<file path="src/rtl/spi_reg_bank_if.sv">
// Pin-level SPI bundle between an SPI controller and the register bank.
// Signals:
//   SCLK     SPI clock (CPOL=0/CPHA=0), driven by the controller
//   COPI     controller-out data, MSB first
//   cs       chip select, active low
//   CIPO     peripheral-out read data
//   cipo_oe  CIPO output enable from the peripheral
// Modports: master = controller side, slave = register bank side.
interface spi_reg_bank_if;
  logic SCLK;
  logic COPI;
  logic cs;
  logic CIPO;
  logic cipo_oe;

  modport master (output SCLK, output COPI, output cs, input CIPO, input cipo_oe);
  modport slave  (input SCLK, input COPI, input cs, output CIPO, output cipo_oe);
endinterface

</file>
<file path="src/rtl/spi_reg_bank.sv">
// SPI mode-0 peripheral register bank, fully synchronous to clk.
// SCLK/COPI/cs are oversampled through synchronisers; frames are
// R/W bit, 7-bit address, DATA_W data bits, MSB first. Writes commit
// when cs rises after an exact-length frame; reads shift the addressed
// register out on CIPO on SCLK falling edges.
// Ports:
//   clk        system clock
//   rst        synchronous active-high reset
//   spi        SPI pins (slave modport)
//   reg_out    flat register bus, reg i at [i*DATA_W +: DATA_W]
//   wr_strobe  one-cycle pulse per committed write
//   wr_addr    address of the last committed write
//   frame_err  one-cycle pulse when a frame is discarded
//
// state | meaning
// IDLE  | cs high, no frame in progress
// CMD   | shifting in R/W bit and address
// WDATA | shifting in write data
// RDATA | shifting out read data on CIPO
// DONE  | exactly FRAME_W bits received
// OVER  | more than FRAME_W bits received, frame will be rejected
module spi_reg_bank #(
  parameter int NUM_REGS    = 5,
  parameter int DATA_W      = 8,
  parameter int SYNC_STAGES = 2
) (
  input  logic                       clk,
  input  logic                       rst,
  spi_reg_bank_if.slave              spi,
  output logic [NUM_REGS*DATA_W-1:0] reg_out,
  output logic                       wr_strobe,
  output logic [6:0]                 wr_addr,
  output logic                       frame_err
);

  localparam int FRAME_W = 8 + DATA_W;
  localparam int CNT_W   = $clog2(FRAME_W + 2);
  localparam logic [CNT_W-1:0] CNT_CMD   = CNT_W'(8);
  localparam logic [CNT_W-1:0] CNT_FRAME = CNT_W'(FRAME_W);
  localparam logic [CNT_W-1:0] CNT_MAX   = CNT_W'(FRAME_W + 1);
  localparam logic [7:0]       NREGS     = 8'(NUM_REGS);

  typedef enum logic [2:0] {IDLE, CMD, WDATA, RDATA, DONE, OVER} state_t;

  logic [SYNC_STAGES-1:0] sclk_sync, copi_sync, cs_sync;
  logic                   sclk_d, cs_d;
  logic                   sclk_s, copi_s, cs_s;
  logic                   sclk_rise, sclk_fall, cs_fall, cs_rise;

  state_t                 state;
  logic [CNT_W-1:0]       cnt;
  logic [CNT_W-1:0]       cnt_nxt;
  logic [FRAME_W-1:0]     sr;
  logic [DATA_W-1:0]      rd_sh;
  logic                   cipo_q;
  logic [DATA_W-1:0]      regs [NUM_REGS];

  logic                   cmd_rw;
  logic [6:0]             cmd_addr;
  logic [DATA_W-1:0]      rd_word;
  logic                   fr_rw;
  logic [6:0]             fr_addr;
  logic [DATA_W-1:0]      fr_data;
  logic                   fr_addr_ok;

  always_ff @(posedge clk) begin
    if (rst) begin
      sclk_sync <= '0;
      copi_sync <= '0;
      cs_sync   <= '1;
      sclk_d    <= 1'b0;
      cs_d      <= 1'b1;
    end else begin
      sclk_sync <= {sclk_sync[SYNC_STAGES-2:0], spi.SCLK};
      copi_sync <= {copi_sync[SYNC_STAGES-2:0], spi.COPI};
      cs_sync   <= {cs_sync[SYNC_STAGES-2:0], spi.cs};
      sclk_d    <= sclk_sync[SYNC_STAGES-1];
      cs_d      <= cs_sync[SYNC_STAGES-1];
    end
  end

  assign sclk_s    = sclk_sync[SYNC_STAGES-1];
  assign copi_s    = copi_sync[SYNC_STAGES-1];
  assign cs_s      = cs_sync[SYNC_STAGES-1];
  assign sclk_rise = sclk_s & ~sclk_d;
  assign sclk_fall = ~sclk_s & sclk_d;
  assign cs_fall   = ~cs_s & cs_d;
  assign cs_rise   = cs_s & ~cs_d;

  assign cnt_nxt = (cnt == CNT_MAX) ? cnt : cnt + 1'b1;

  // Command byte as it will look once the current COPI bit is shifted in.
  assign cmd_rw   = sr[6];
  assign cmd_addr = {sr[5:0], copi_s};

  // Fields of a complete frame sitting in the shift register.
  assign fr_rw      = sr[FRAME_W-1];
  assign fr_addr    = sr[FRAME_W-2 -: 7];
  assign fr_data    = sr[DATA_W-1:0];
  assign fr_addr_ok = ({1'b0, fr_addr} < NREGS);

  // Address decode for read latch; out-of-range addresses read as 0.
  always_comb begin
    rd_word = '0;
    for (int i = 0; i < NUM_REGS; i++) begin
      if (cmd_addr == 7'(i)) rd_word = regs[i];
    end
  end

  always_ff @(posedge clk) begin
    if (rst) begin
      state     <= IDLE;
      cnt       <= '0;
      sr        <= '0;
      rd_sh     <= '0;
      cipo_q    <= 1'b0;
      wr_strobe <= 1'b0;
      wr_addr   <= '0;
      frame_err <= 1'b0;
      for (int i = 0; i < NUM_REGS; i++) regs[i] <= '0;
    end else begin
      wr_strobe <= 1'b0;
      frame_err <= 1'b0;
      // cs edges take priority; an SCLK edge in the same cycle is dropped.
      if (cs_fall) begin
        state  <= CMD;
        cnt    <= '0;
        sr     <= '0;
        cipo_q <= 1'b0;
      end else if (cs_rise) begin
        state  <= IDLE;
        cipo_q <= 1'b0;
        case (state)
          IDLE: ;
          DONE: begin
            if (!fr_addr_ok) begin
              frame_err <= 1'b1;
            end else if (fr_rw) begin
              for (int i = 0; i < NUM_REGS; i++) begin
                if (fr_addr == 7'(i)) regs[i] <= fr_data;
              end
              wr_addr   <= fr_addr;
              wr_strobe <= 1'b1;
            end
          end
          default: frame_err <= 1'b1;
        endcase
      end else if (state != IDLE) begin
        if (sclk_rise) begin
          sr  <= {sr[FRAME_W-2:0], copi_s};
          cnt <= cnt_nxt;
          case (state)
            CMD: begin
              if (cnt_nxt == CNT_CMD) begin
                if (cmd_rw) begin
                  state <= WDATA;
                end else begin
                  state <= RDATA;
                  rd_sh <= rd_word;
                end
              end
            end
            WDATA, RDATA: if (cnt_nxt == CNT_FRAME) state <= DONE;
            DONE: begin
              state  <= OVER;
              cipo_q <= 1'b0;
            end
            default: ;
          endcase
        end else if (sclk_fall && (state == RDATA || state == DONE)) begin
          cipo_q <= rd_sh[DATA_W-1];
          rd_sh  <= rd_sh << 1;
        end
      end
    end
  end

  for (genvar g = 0; g < NUM_REGS; g++) begin : g_out
    assign reg_out[g*DATA_W +: DATA_W] = regs[g];
  end

  assign spi.CIPO    = cipo_q;
  assign spi.cipo_oe = ~cs_s;

endmodule
</file>
<file path="src/flat_wrapper.sv">
// flat-port wrapper written by rule: the top's interface ports become plain ports
module spi_reg_bank_flat 
#(
  parameter int NUM_REGS    = 5,
  parameter int DATA_W      = 8,
  parameter int SYNC_STAGES = 2
)
  (clk, rst, reg_out, wr_strobe, wr_addr, frame_err, spi_SCLK, spi_COPI, spi_cs, spi_CIPO, spi_cipo_oe);
  spi_reg_bank_if spi_i ();
  input  logic clk;
  input  logic rst;
  output logic [NUM_REGS*DATA_W-1:0] reg_out;
  output logic wr_strobe;
  output logic [6:0] wr_addr;
  output logic frame_err;
  input wire logic [$bits(spi_i.SCLK)-1:0] spi_SCLK;
  input wire logic [$bits(spi_i.COPI)-1:0] spi_COPI;
  input wire logic [$bits(spi_i.cs)-1:0] spi_cs;
  output wire logic [$bits(spi_i.CIPO)-1:0] spi_CIPO;
  output wire logic [$bits(spi_i.cipo_oe)-1:0] spi_cipo_oe;
  assign spi_i.SCLK = spi_SCLK;
  assign spi_i.COPI = spi_COPI;
  assign spi_i.cs = spi_cs;
  assign spi_CIPO = spi_i.CIPO;
  assign spi_cipo_oe = spi_i.cipo_oe;
  spi_reg_bank #(.NUM_REGS(NUM_REGS), .DATA_W(DATA_W), .SYNC_STAGES(SYNC_STAGES)) u_core (.clk(clk), .rst(rst), .spi(spi_i), .reg_out(reg_out), .wr_strobe(wr_strobe), .wr_addr(wr_addr), .frame_err(frame_err));
endmodule
</file>
<file path="config.mk">
export PLATFORM = sky130hd
export DESIGN_NAME = spi_reg_bank_flat
export DESIGN_NICKNAME = d
export VERILOG_FILES = /design/src/rtl/spi_reg_bank_if.sv /design/src/rtl/spi_reg_bank.sv /design/src/flat_wrapper.sv
export SDC_FILE = /design/constraint.sdc
export NUM_CORES = 1
export LEC_CHECK = 0
export BUFFER_PORTS_ARGS = -buffer_cell sky130_fd_sc_hd__buf_2
export CAP_MARGIN = 40
export CELL_PAD_IN_SITES_DETAIL_PLACEMENT = 1
export CELL_PAD_IN_SITES_GLOBAL_PLACEMENT = 1
export CORE_MARGIN = 3
export CORE_UTILIZATION = 45
export CTS_CLUSTER_SIZE = 8
export DETAILED_ROUTE_END_ITERATION = 8
export PLACE_DENSITY = 0.9
export SYNTH_ARGS = -nofsm -noshare
export SYNTH_HDL_FRONTEND = slang
export SYNTH_SLANG_ARGS = --single-unit
</file>
<file path="constraint.sdc">
create_clock -name clk -period 2.95 [get_ports clk]
set_input_delay 0.1475 -clock clk [delete_from_list [all_inputs] [get_ports clk]]
set_output_delay 0.1475 -clock clk [all_outputs]
set_load 0.01 [all_outputs]
</file>
==> impl_results.md, run 1 <==
* Status: finished, final reports clean
* Row cnt at 33
* Vias per cell at 5.74
* Clk slew on worst S/H paths at roughly 0.08 ns
* Maximum VDD drop at 0.328 mV
* Cell Pwr Density at between 500 and 600 mW/mm^2
* Sequential share of the synthesized area at 54.5%
* Layout filler cell count at 932
* Post-route insts no fill at 533
* Top FF cell, synth: dfxtp_1
* Overall Global Routing Usage at around 22%
* Skew-Pair Late Insertion Delay at between 0.3 and 0.4 ns
* Hold Crit Class: primary input to register
* Critical path fanouts, max at 8
* Slew Limit Fails at 0
* Root buffer cell: clkbuf_8
* Max_cap viols at 0
* Area of the multi-input gates at ~0.0017 mm^2
* Worst path cell trace: inv_1, ha_1, and3b_1, and4_1, nor3b_1, nand2_1, o21bai_1, buf_4
* # diodes at 0
* Initial antenna violation count at 0
* EDFF count, synth at 40
* Critical setup path kind: register to register
* Post-synthesis simple-gate area fraction at between 10% and 20%
* Post-synthesis mux area share at between 5 and 6%
* CP Capture Type: register
* Skew final at approximately 0.018 ns
* Initial Util at a little under half
* Post-place setup slack at between 0.4 and 0.5 ns
* Final setup margin at approximately 0.42 ns
* WL/cell at approximately 20 um
* Placer Congestion at 0.831
* Total wire length at roughly 11 mm
* XOR/XNOR share of the synthesized area at 1.30%
* Largest net degree at the start of global routing at 26
* Mapped Cells at 375
* Final period utilization at a little under nine tenths
* Area Overhead vs Synth at 15.0%
* Count of final setup violators at 0
* Tot Pwr at ~2.4 mW
* DRT Pass-1 Iters at 4
* Final setup TNS at 0 ns
* Die width at between 100 and 150 um
* Largest family of logic cells by synthesized area: simple AND/OR/NAND/NOR gates
* Total congestion overflow at 0
* Slowest-stage cell, CP: nor3b_1
* Via count of the first global-routing pass at approximately 3200
* Syn Area/Cell at 10.8 um^2
* Post-Synth Adder-Cell Area at roughly 1.2%
* Achievable Freq at about 400 MHz
* FF/Latch Area at between 0.002 and 0.0025 mm^2
* Layout cells sized above 1 at 24.5%
* Max-slew headroom at around 55%
* DIE AREA at 0.0102 mm^2
* IO Pins at 56
* First-pass GRT wire length at 17.4 mm
* Leakage power at roughly 1.8 nW
* Synth Warn # at 0
* #FFs+latches synth at 90
* Area of the mapped netlist at a little over 0.004 mm^2
* Largest stage delay, worst path at ~0.47 ns
* Total CTS buffers at 9
* Clock Sinks at 90
* Number of distinct library cells after synthesis at 60
* CTS tree: built
* Port buffer count at 55
* Final Hold Fails at 0
* Via Count at 3057
* DR iter-0 viols at about 130
* Endpoint arrival time on the critical path at approximately 2.6 ns
* H-tree Lvls at 3
* Maximum buffer depth of the clock tree at 2
* Cells after DPL at a little over 500
* Antenna viol nets, final at 0
* DR DRC count at 0
* WHS at roughly 0.019 ns
* Syn_nets at 384
* HPWL Detailed at between 7 and 8 mm
* Async SR Flop Fraction at 0%
* RSZ-0062 raised after global routing: false
* Gates resized, CTS repair at 0
* Critical Path RT at 3.01 ns
* Synth Area in Compound Gates at between 10% and 20%
* Worst Tran Pin Value at ~0.67 ns
* Clock period minus final worst setup slack at 2.53 ns
* Startpoint Class: register
* Core ar. at 0.00846 mm^2
* Chip Height at 101 um
* Nets at approximately 430
## path summary, 6_finish.rpt
path,cells past startpoint,slack (ns),endpoint,from
max,8,0.42,u_core.regs[0][8],u_core.cs_d
min,2,0.02,u_core.copi_sync[0],spi_COPI
max reg2reg,8,0.42,u_core.regs[0][8],u_core.cs_d
min reg2reg,1,0.43,u_core.cs_sync[1],u_core.cs_sync[0]
## per-layer routing
metal  vias up  global-route usage (%)  part of all wire [%]
li1       1435                       -                     -
met1      1515                    26.4                    41
met2        88                    39.7                    52
met3        19                    3.74                   4.8
met4         0                    9.33                   2.3
met5         -                       0                     0
## cells by family (layout without fill, tap and decap cells)
kind of cell | after synthesis | after routing
compound gates | 79 | 79
xor+xnor | 6 | 6
fa+ha+maj | 4 | 4
buf+inv | 34 | 87
flops | 90 | 90
mux | 19 | 19
simple gates | 143 | 143
## area by class of cell
| cell class | instances | share of cell area [%] |
|---|---|---|
| sequential | 90 | 47.4 |
| multi-input combinational | 251 | 36.5 |
| timing repair buffer | 65 | 8.02 |
| tap | 105 | 2.83 |
| clock buffer | 9 | 2.67 |
| clock inverter | 7 | 2.13 |
| inverter | 6 | 0.485 |
## power breakdown
part / leakage [nW] / internal [mW] / total (mW) / switching (mW)
clock network: 0.105 / 0.483 / 0.941 / 0.458
logic: 0.836 / 0.0465 / 0.124 / 0.0778
registers: 0.817 / 1.32 / 1.34 / 0.0196
total: 1.76 / 1.85 / 2.41 / 0.555
## registers in the layout (all words and copies together) (netlist names), 2 cells and up
| register | cells |
|---|---|
| u_core.wr_addr | 7 |
| u_core.sclk_sync | 2 |
| u_core.sr | 16 |
| u_core.copi_sync | 2 |
| u_core.rd_sh | 8 |
| u_core.cnt | 5 |
| u_core.regs | 40 |
| u_core.state | 3 |
| u_core.cs_sync | 2 |
## placed cells by master (no fill, tap or decap), types with 6 or more instances in the layout
cell type  synthesis  final
o21bai_1           9      9
and2_1            13     13
edfxtp_1          40     40
clkbuf_8           0      9
buf_2              5     55
nand2_1           47     47
mux2_4             7      7
mux2i_1           12     12
nor2_1            20     20
nor2b_1           14     14
o221ai_1           6      6
a21oi_1           40     40
nand3b_1           8      8
buf_4              1      8
inv_1              6      6
dfxtp_1           50     50
nand2b_1           6      6
## stage by stage
step	instance area (um^2)	utilization, %
after global placement	4390	51.8
after CTS	4650	54.9
after global routing	4650	54.9
final	4650	54.9
after floorplan	4040	-
after detailed placement	4410	52.2
## synthesized netlist by cell type (2+ instances only)
cell type	instances	area, um^2
dfxtp_1	50	1000
nand2_1	47	176
a21oi_1	40	200
edfxtp_1	40	1200
clkbuf_1	21	78.8
nor2_1	20	75.1
nor2b_1	14	87.6
and2_1	13	81.3
mux2i_1	12	120
o21bai_1	9	67.6
nand3b_1	8	60.1
mux2_4	7	105
inv_1	6	22.5
nand2b_1	6	37.5
o221ai_1	6	52.6
buf_2	5	25.0
ha_1	4	50.1
nor3_1	4	20.0
or2_2	4	25.0
xor2_1	4	35.0
a211oi_1	3	22.5
and3_1	3	18.8
nand3_1	3	15.0
nand4_1	3	18.8
a32oi_1	2	17.5
and3b_1	2	17.5
nor3b_1	2	15.0
o211ai_1	2	15.0
o22ai_1	2	12.5
or3_1	2	12.5
xnor2_1	2	17.5
## repair_timing
| action | 4_1_cts | 5_1_grt |
|---|---|---|
| hold buffers | 1 | 0 |
| endpoints found under the hold margin | 1 | 0 |
| setup buffers | 0 | 0 |
## critical path, delay by kind of cell (launching register included)
kind / cells / cell delay, ns
compound gates: 1 / 0.16
fa+ha+maj: 1 / 0.32
buf+inv: 2 / 0.27
flops: 1 / 0.33
simple gates: 4 / 1.15
Note: power is estimated with default switching activity, not from simulation.
==> run 2: changes to the inputs <==
- CELL_PAD_IN_SITES_DETAIL_PLACEMENT: 1 -> not set
- CELL_PAD_IN_SITES_GLOBAL_PLACEMENT: 1 -> not set
- CORE_UTILIZATION: 45 -> 49
- PLACE_DENSITY: 0.9 -> 0.81
==> run 2 against run 1 <==
Sequential power barely moved. Via count shrank 3.2%. Die area shrank 7.7%. Power shrank 8.9%. Critical path type unchanged. Clock skew fell by 0.011 ns. Combinational power fell by 6%. First-iteration DRC count up 99%. Critical path depth unchanged. Final cell count fell by 0.94%. Register-to-register slack improved by 0.06 ns. Sequential share of layout area increased by 1.0 points.
==> impl_results.md, run 2 (synthesis gave the netlist of run 1 again) <==
* DRT Pass-1 Iters at 5
* Count of final setup violators at 0
* R2r endpoint: u_core.regs[0][10]
* Endpoint arrival time on the critical path at 2.54 ns
* Hold Crit Class: primary input to register
* Total CTS buffers at 9
* Die width at a little under 100 um
* Achievable Freq at between 400 and 500 MHz
* Chip Height at 96.8 um
* Placement Cell Area at approximately 0.0044 mm^2
* Slowest-stage cell, CP: nor3b_1
* Reg2Reg Launch Point: u_core.cs_d
* Startpoint Class: register
* Initial Util at ~50%
* Most common cell after layout, fill and taps aside: buf_2
* Worst Reg-to-Reg Cells at 8
* Max reg flops at 40
* Port buffer count at 55
* Max-slew headroom at 51.0%
* Cell Pwr Density at between 400 and 500 mW/mm^2
* Overall Global Routing Usage at 19.2%
* Largest net degree at the start of global routing at 36
* Antenna viol nets, final at 0
* DIE AREA at approximately 0.0094 mm^2
* Total congestion overflow at 0
* Critical Path RT at 3.01 ns
* Area Overhead vs Synth at 12.6%
* Hold path start: spi_SCLK
* Final Hold Fails at 0
* Biggest registers after layout: u_core.regs x40, u_core.sr x16, u_core.rd_sh x8
* Slew Limit Fails at 0
* Critical setup path kind: register to register
* Nets at 430
* Post-CTS Setup Repair Bufs at 0
* Clock period minus final worst setup slack at 2.47 ns
* RSZ-0062 raised after global routing: false
* Worst Tran Pin Value at approximately 0.73 ns
* Core ar. at just under 0.008 mm^2
* Layout filler cell count at roughly 640
* DR iter-0 viols at between 200 and 300
* CTS tree: built
* Endpoint, Worst Hold: u_core.sclk_sync[0]
* Final instance area at approximately 0.0046 mm^2
* Maximum VDD drop at between 0.2 and 0.25 mV
* Row cnt at 32
* Final setup TNS at 0 ns
* Skew final at 0.00723 ns
* Critical path fanouts, max at 8
* Reg2reg setup slack at between 0.4 and 0.5 ns
* Initial antenna violation count at 0
* Via Count at between 2000 and 3000
* Top delay family on crit path: simple AND/OR/NAND/NOR gates
* Total wire length at roughly 9 mm
* Placer Congestion at about 0.87
* H-tree Lvls at 3
* DR DRC count at 0
* # diodes at 0
* Root buffer cell: clkbuf_8
* WHS Path Cells at 2
* Leakage power at about 1.7 nW
* Worst path cell trace: inv_1, ha_1, and3b_1, and4_1, nor3b_1, nand2_1, o21bai_1, buf_4
* First-pass GRT wire length at approximately 15 mm
* Layout cells sized above 1 at a little under a quarter
* Status: finished, final reports clean
* Largest Register: u_core.regs
* Maximum buffer depth of the clock tree at 2
* Largest stage delay, worst path at between 0.4 and 0.5 ns
* Commonest non-fill, non-tap cells in the layout: buf_2 (55), dfxtp_1 (50), nand2_1 (47)
* WP buf/inv at 2
* Max_cap viols at 0
* Vias per cell at around 5.6
* Clock Sinks at 90
* IO Pins at 56
* Skew-Pair Late Insertion Delay at ~0.35 ns
* CP Capture Type: register
* WL/cell at between 15 and 20 um
* Via count of the first global-routing pass at between 2000 and 3000
* HPWL Detailed at about 6.2 mm
* Clk slew on worst S/H paths at approximately 0.08 ns
* Final period utilization at between 80 and 90%
[run 2: worst max-delay path by stage]
stage / startpoint / end / slack, ns / depth (start not counted)
after global placement: u_core.cs_d / u_core.regs[0][25] / 0.65 / 6
after floorplan: u_core.cs_sync[1] / u_core.regs[0][10] / 0.58 / 8
after global routing: u_core.cs_d / u_core.regs[0][2] / 0.28 / 6
after detailed placement: u_core.cs_d / u_core.regs[0][3] / 0.50 / 6
final: u_core.cs_d / u_core.regs[0][10] / 0.48 / 8
after CTS: u_core.cs_d / u_core.regs[0][5] / 0.47 / 6
[run 2: routing by layer]
| metal | share of wire, % | vias to the layer above | routed length [um] | global-route usage, % |
|---|---|---|---|---|
| li1 | - | 1421 | - | - |
| met1 | 43 | 1408 | 3850 | 24.9 |
| met2 | 48 | 109 | 4340 | 30.7 |
| met3 | 5.5 | 22 | 490 | 4.11 |
| met4 | 3.3 | 0 | 296 | 9.40 |
| met5 | 0 | - | 0 | 0 |
[run 2: worst reg2reg max path, cell delays in order, from the launching register on]
cell and delay, ns:
dfxtp_1 0.32, inv_1 0.06, ha_1 0.34, and3b_1 0.21, and4_1 0.36, nor3b_1 0.44, nand2_1 0.11, o21bai_1 0.15
buf_4 0.20
[run 2: through the flow]
stage	util, %	power, mW	setup slack, ns	hold WS [ns]	instances
2_1_floorplan	-	1.44	0.584	0.251	375
3_3_place_gp	55.8	1.48	0.654	0.349	511
3_5_place_dp	55.8	1.48	0.495	0.353	511
4_1_cts	58.0	2.20	0.473	0.000203	528
5_1_grt	58.0	2.27	0.283	0.0169	528
6_report	58.0	2.19	0.475	0.0172	528
[run 2: timing repair]
| item | CTS | global route |
|---|---|---|
| hold buffers | 1 | 0 |
| gates resized for setup | 0 | 0 |
| hold endpoints to repair | 1 | 0 |
[run 2: layout make-up]
type | instances | area (um^2) | share of cell area (%)
Clock buffer | 13 | 149 | 3.27
Timing Repair Buffer | 63 | 338 | 7.42
Multi-Input combinational cell | 251 | 1700 | 37.3
Sequential cell | 90 | 2200 | 48.4
Inverter | 6 | 22.5 | 0.495
Tap cell | 102 | 128 | 2.80
Clock inverter | 3 | 16.3 | 0.357
[run 2: power breakdown]
part / switching (mW) / leakage [nW] / internal, mW
sequential: 0.0187 / 0.817 / 1.32
combinational: 0.0730 / 0.820 / 0.0429
clock: 0.409 / 0.0877 / 0.329
==> run 3: changes to the inputs <==
- PLACE_DENSITY: 0.81 -> 0.83
- clock period: 2.95 -> 2.2 ns (I/O delays scaled with it)
==> run 3 against run 2 <==
Via count grew 2.7%. Non-clock buffer count up 13. Sequential share of layout area decreased by 1.8 points. Final cell count is 2.5% higher. Clock power is 48% higher. Largest power group unchanged.
==> impl_results.md, run 3 (synthesis gave the netlist of run 1 again) <==
* Status: finished, final reports clean
* Startpoint Class: register
* DRT Pass-1 Iters at 5
* Maximum VDD drop at about 0.36 mV
* Final instance area at roughly 0.0047 mm^2
* Row cnt at 32
* Worst path cell trace: inv_1, ha_1, nand4bb_4, or3_4, a22oi_4, a21oi_4, buf_12, mux2_4
* Count of final setup violators at 0
* Clock period minus final worst setup slack at around 2.1 ns
* Layout cells sized above 1 at 27.8%
* Endpoint arrival time on the critical path at 2.34 ns
* Clk slew on worst S/H paths at 0.10 ns
* Port buffer count at 55
* Worst Tran Pin Value at ~0.54 ns
* WP buf/inv at 2
* First-pass GRT wire length at ~15 mm
* Total congestion overflow at 0
* Max-slew headroom at a little under two thirds
* Nets at 443
* Area Overhead vs Synth at 17.0%
* DR DRC count at 0
* Chip Height at roughly 97 um
* Initial Util at 51.5%
* Slowest-stage cell, CP: or3_4
* Vias per cell at around 5.6
* # diodes at 0
* Largest net degree at the start of global routing at 26
* H-tree Lvls at 3
* DR iter-0 viols at 220
* Placement Cell Area at between 0.004 and 0.005 mm^2
* Max_cap viols at 0
* Placer Congestion at about 0.85
* Skew final at between 0.008 and 0.009 ns
* Worst Setup SP: u_core.cnt[1]
* Critical Path RT at roughly 2.5 ns
* Core ar. at just under 0.008 mm^2
* RSZ-0062 raised after global routing: false
* Critical setup path kind: register to register
* Hold path start: rst
* HPWL Detailed at 6.26 mm
* Top delay family on crit path: simple AND/OR/NAND/NOR gates
* DIE AREA at 0.00937 mm^2
* Via count of the first global-routing pass at a little under 3000
* Root buffer cell: clkbuf_8
* Largest Register: u_core.regs
* Clock Sinks at 90
* Die width at 96.8 um
* Cell Pwr Density at about 650 mW/mm^2
* Critical path fanouts, max at 7
* CP Capture Type: register
* Skew-Pair Late Insertion Delay at 0.37 ns
* Hold Crit Class: primary input to register
* WL/cell at 16.5 um
* Total wire length at 8.91 mm
* Overall Global Routing Usage at just under 20%
* Max reg flops at 40
* Leakage power at 1.82 nW
* Final Hold Fails at 0
* IO Pins at 56
* Slew Limit Fails at 0
* Final period utilization at 94.4%
* Total CTS buffers at 9
* Reg2Reg Launch Point: u_core.cnt[1]
* Biggest registers after layout: u_core.regs x40, u_core.sr x16, u_core.rd_sh x8
* Most common cell after layout, fill and taps aside: buf_2
* Via Count at 3039
* Commonest non-fill, non-tap cells in the layout: buf_2 (55), dfxtp_1 (48), nand2_1 (47)
* Final setup TNS at 0 ns
* CTS tree: built
* Maximum buffer depth of the clock tree at 2
* Antenna viol nets, final at 0
* Largest stage delay, worst path at 0.38 ns
* Achievable Freq at 481 MHz
* Initial antenna violation count at 0
## run 3: layout make-up
type / instances / area [um^2]
Multi-Input combinational cell: 251 / 1720
Timing Repair Buffer: 76 / 469
Inverter: 6 / 22.5
Sequential cell: 90 / 2200
Fill cell: 645 / 3120
Clock inverter: 7 / 66.3
Tap cell: 102 / 128
Clock buffer: 9 / 124
## run 3: worst paths after layout
| kind | slack [ns] | end | depth (start not counted) |
|---|---|---|---|
| max | 0.12 | u_core.rd_sh[6] | 8 |
| max reg2reg | 0.12 | u_core.rd_sh[6] | 8 |
| min reg2reg | 0.42 | u_core.cs_sync[1] | 1 |
| min | 0.11 | u_core.wr_addr[1] | 2 |
## run 3: repair_timing
item | 4_1_cts | 5_1_grt
setup buffers | 0 | 1
gates resized for setup | 0 | 6
hold buffers | 3 | 0
setup endpoints to repair | 0 | 84
hold endpoints to repair | 3 | 0
## run 3: power by group
| part | internal [mW] | switching (mW) |
|---|---|---|
| Combinational | 0.0684 | 0.100 |
| Sequential | 1.77 | 0.0230 |
| Clock | 0.442 | 0.648 |
| Total | 2.28 | 0.772 |
## run 3: layer usage
| layer | vias up | global-route usage (%) | part of all wire (%) |
|---|---|---|---|
| met3 | 18 | 3.89 | 5.4 |
| met5 | - | 0 | 0 |
| met2 | 90 | 31.5 | 50 |
| met1 | 1485 | 24.7 | 42 |
| met4 | 0 | 8.32 | 2.3 |
| li1 | 1446 | - | - |
## run 3: stage by stage
step	setup slack, ns	util (%)	hold WS, ns	std cells	power (mW)
floorplan	0.00264	-	0.214	375	1.93
global placement	0.158	57.0	0.297	521	1.99
detailed placement	0.0846	57.0	0.299	521	2.00
CTS	0.0376	59.8	0.0972	540	3.07
global route	0.0110	60.3	0.140	541	3.16
finish	0.123	60.3	0.115	541	3.05
## run 3: worst register-to-register path, delay by kind of cell (launching register included)
family          cells  cell delay, ns
simple gates        2            0.52
flops               1            0.37
compound gates      2            0.35
fa+ha+maj           1            0.19
buf+inv             2            0.25
mux                 1            0.29
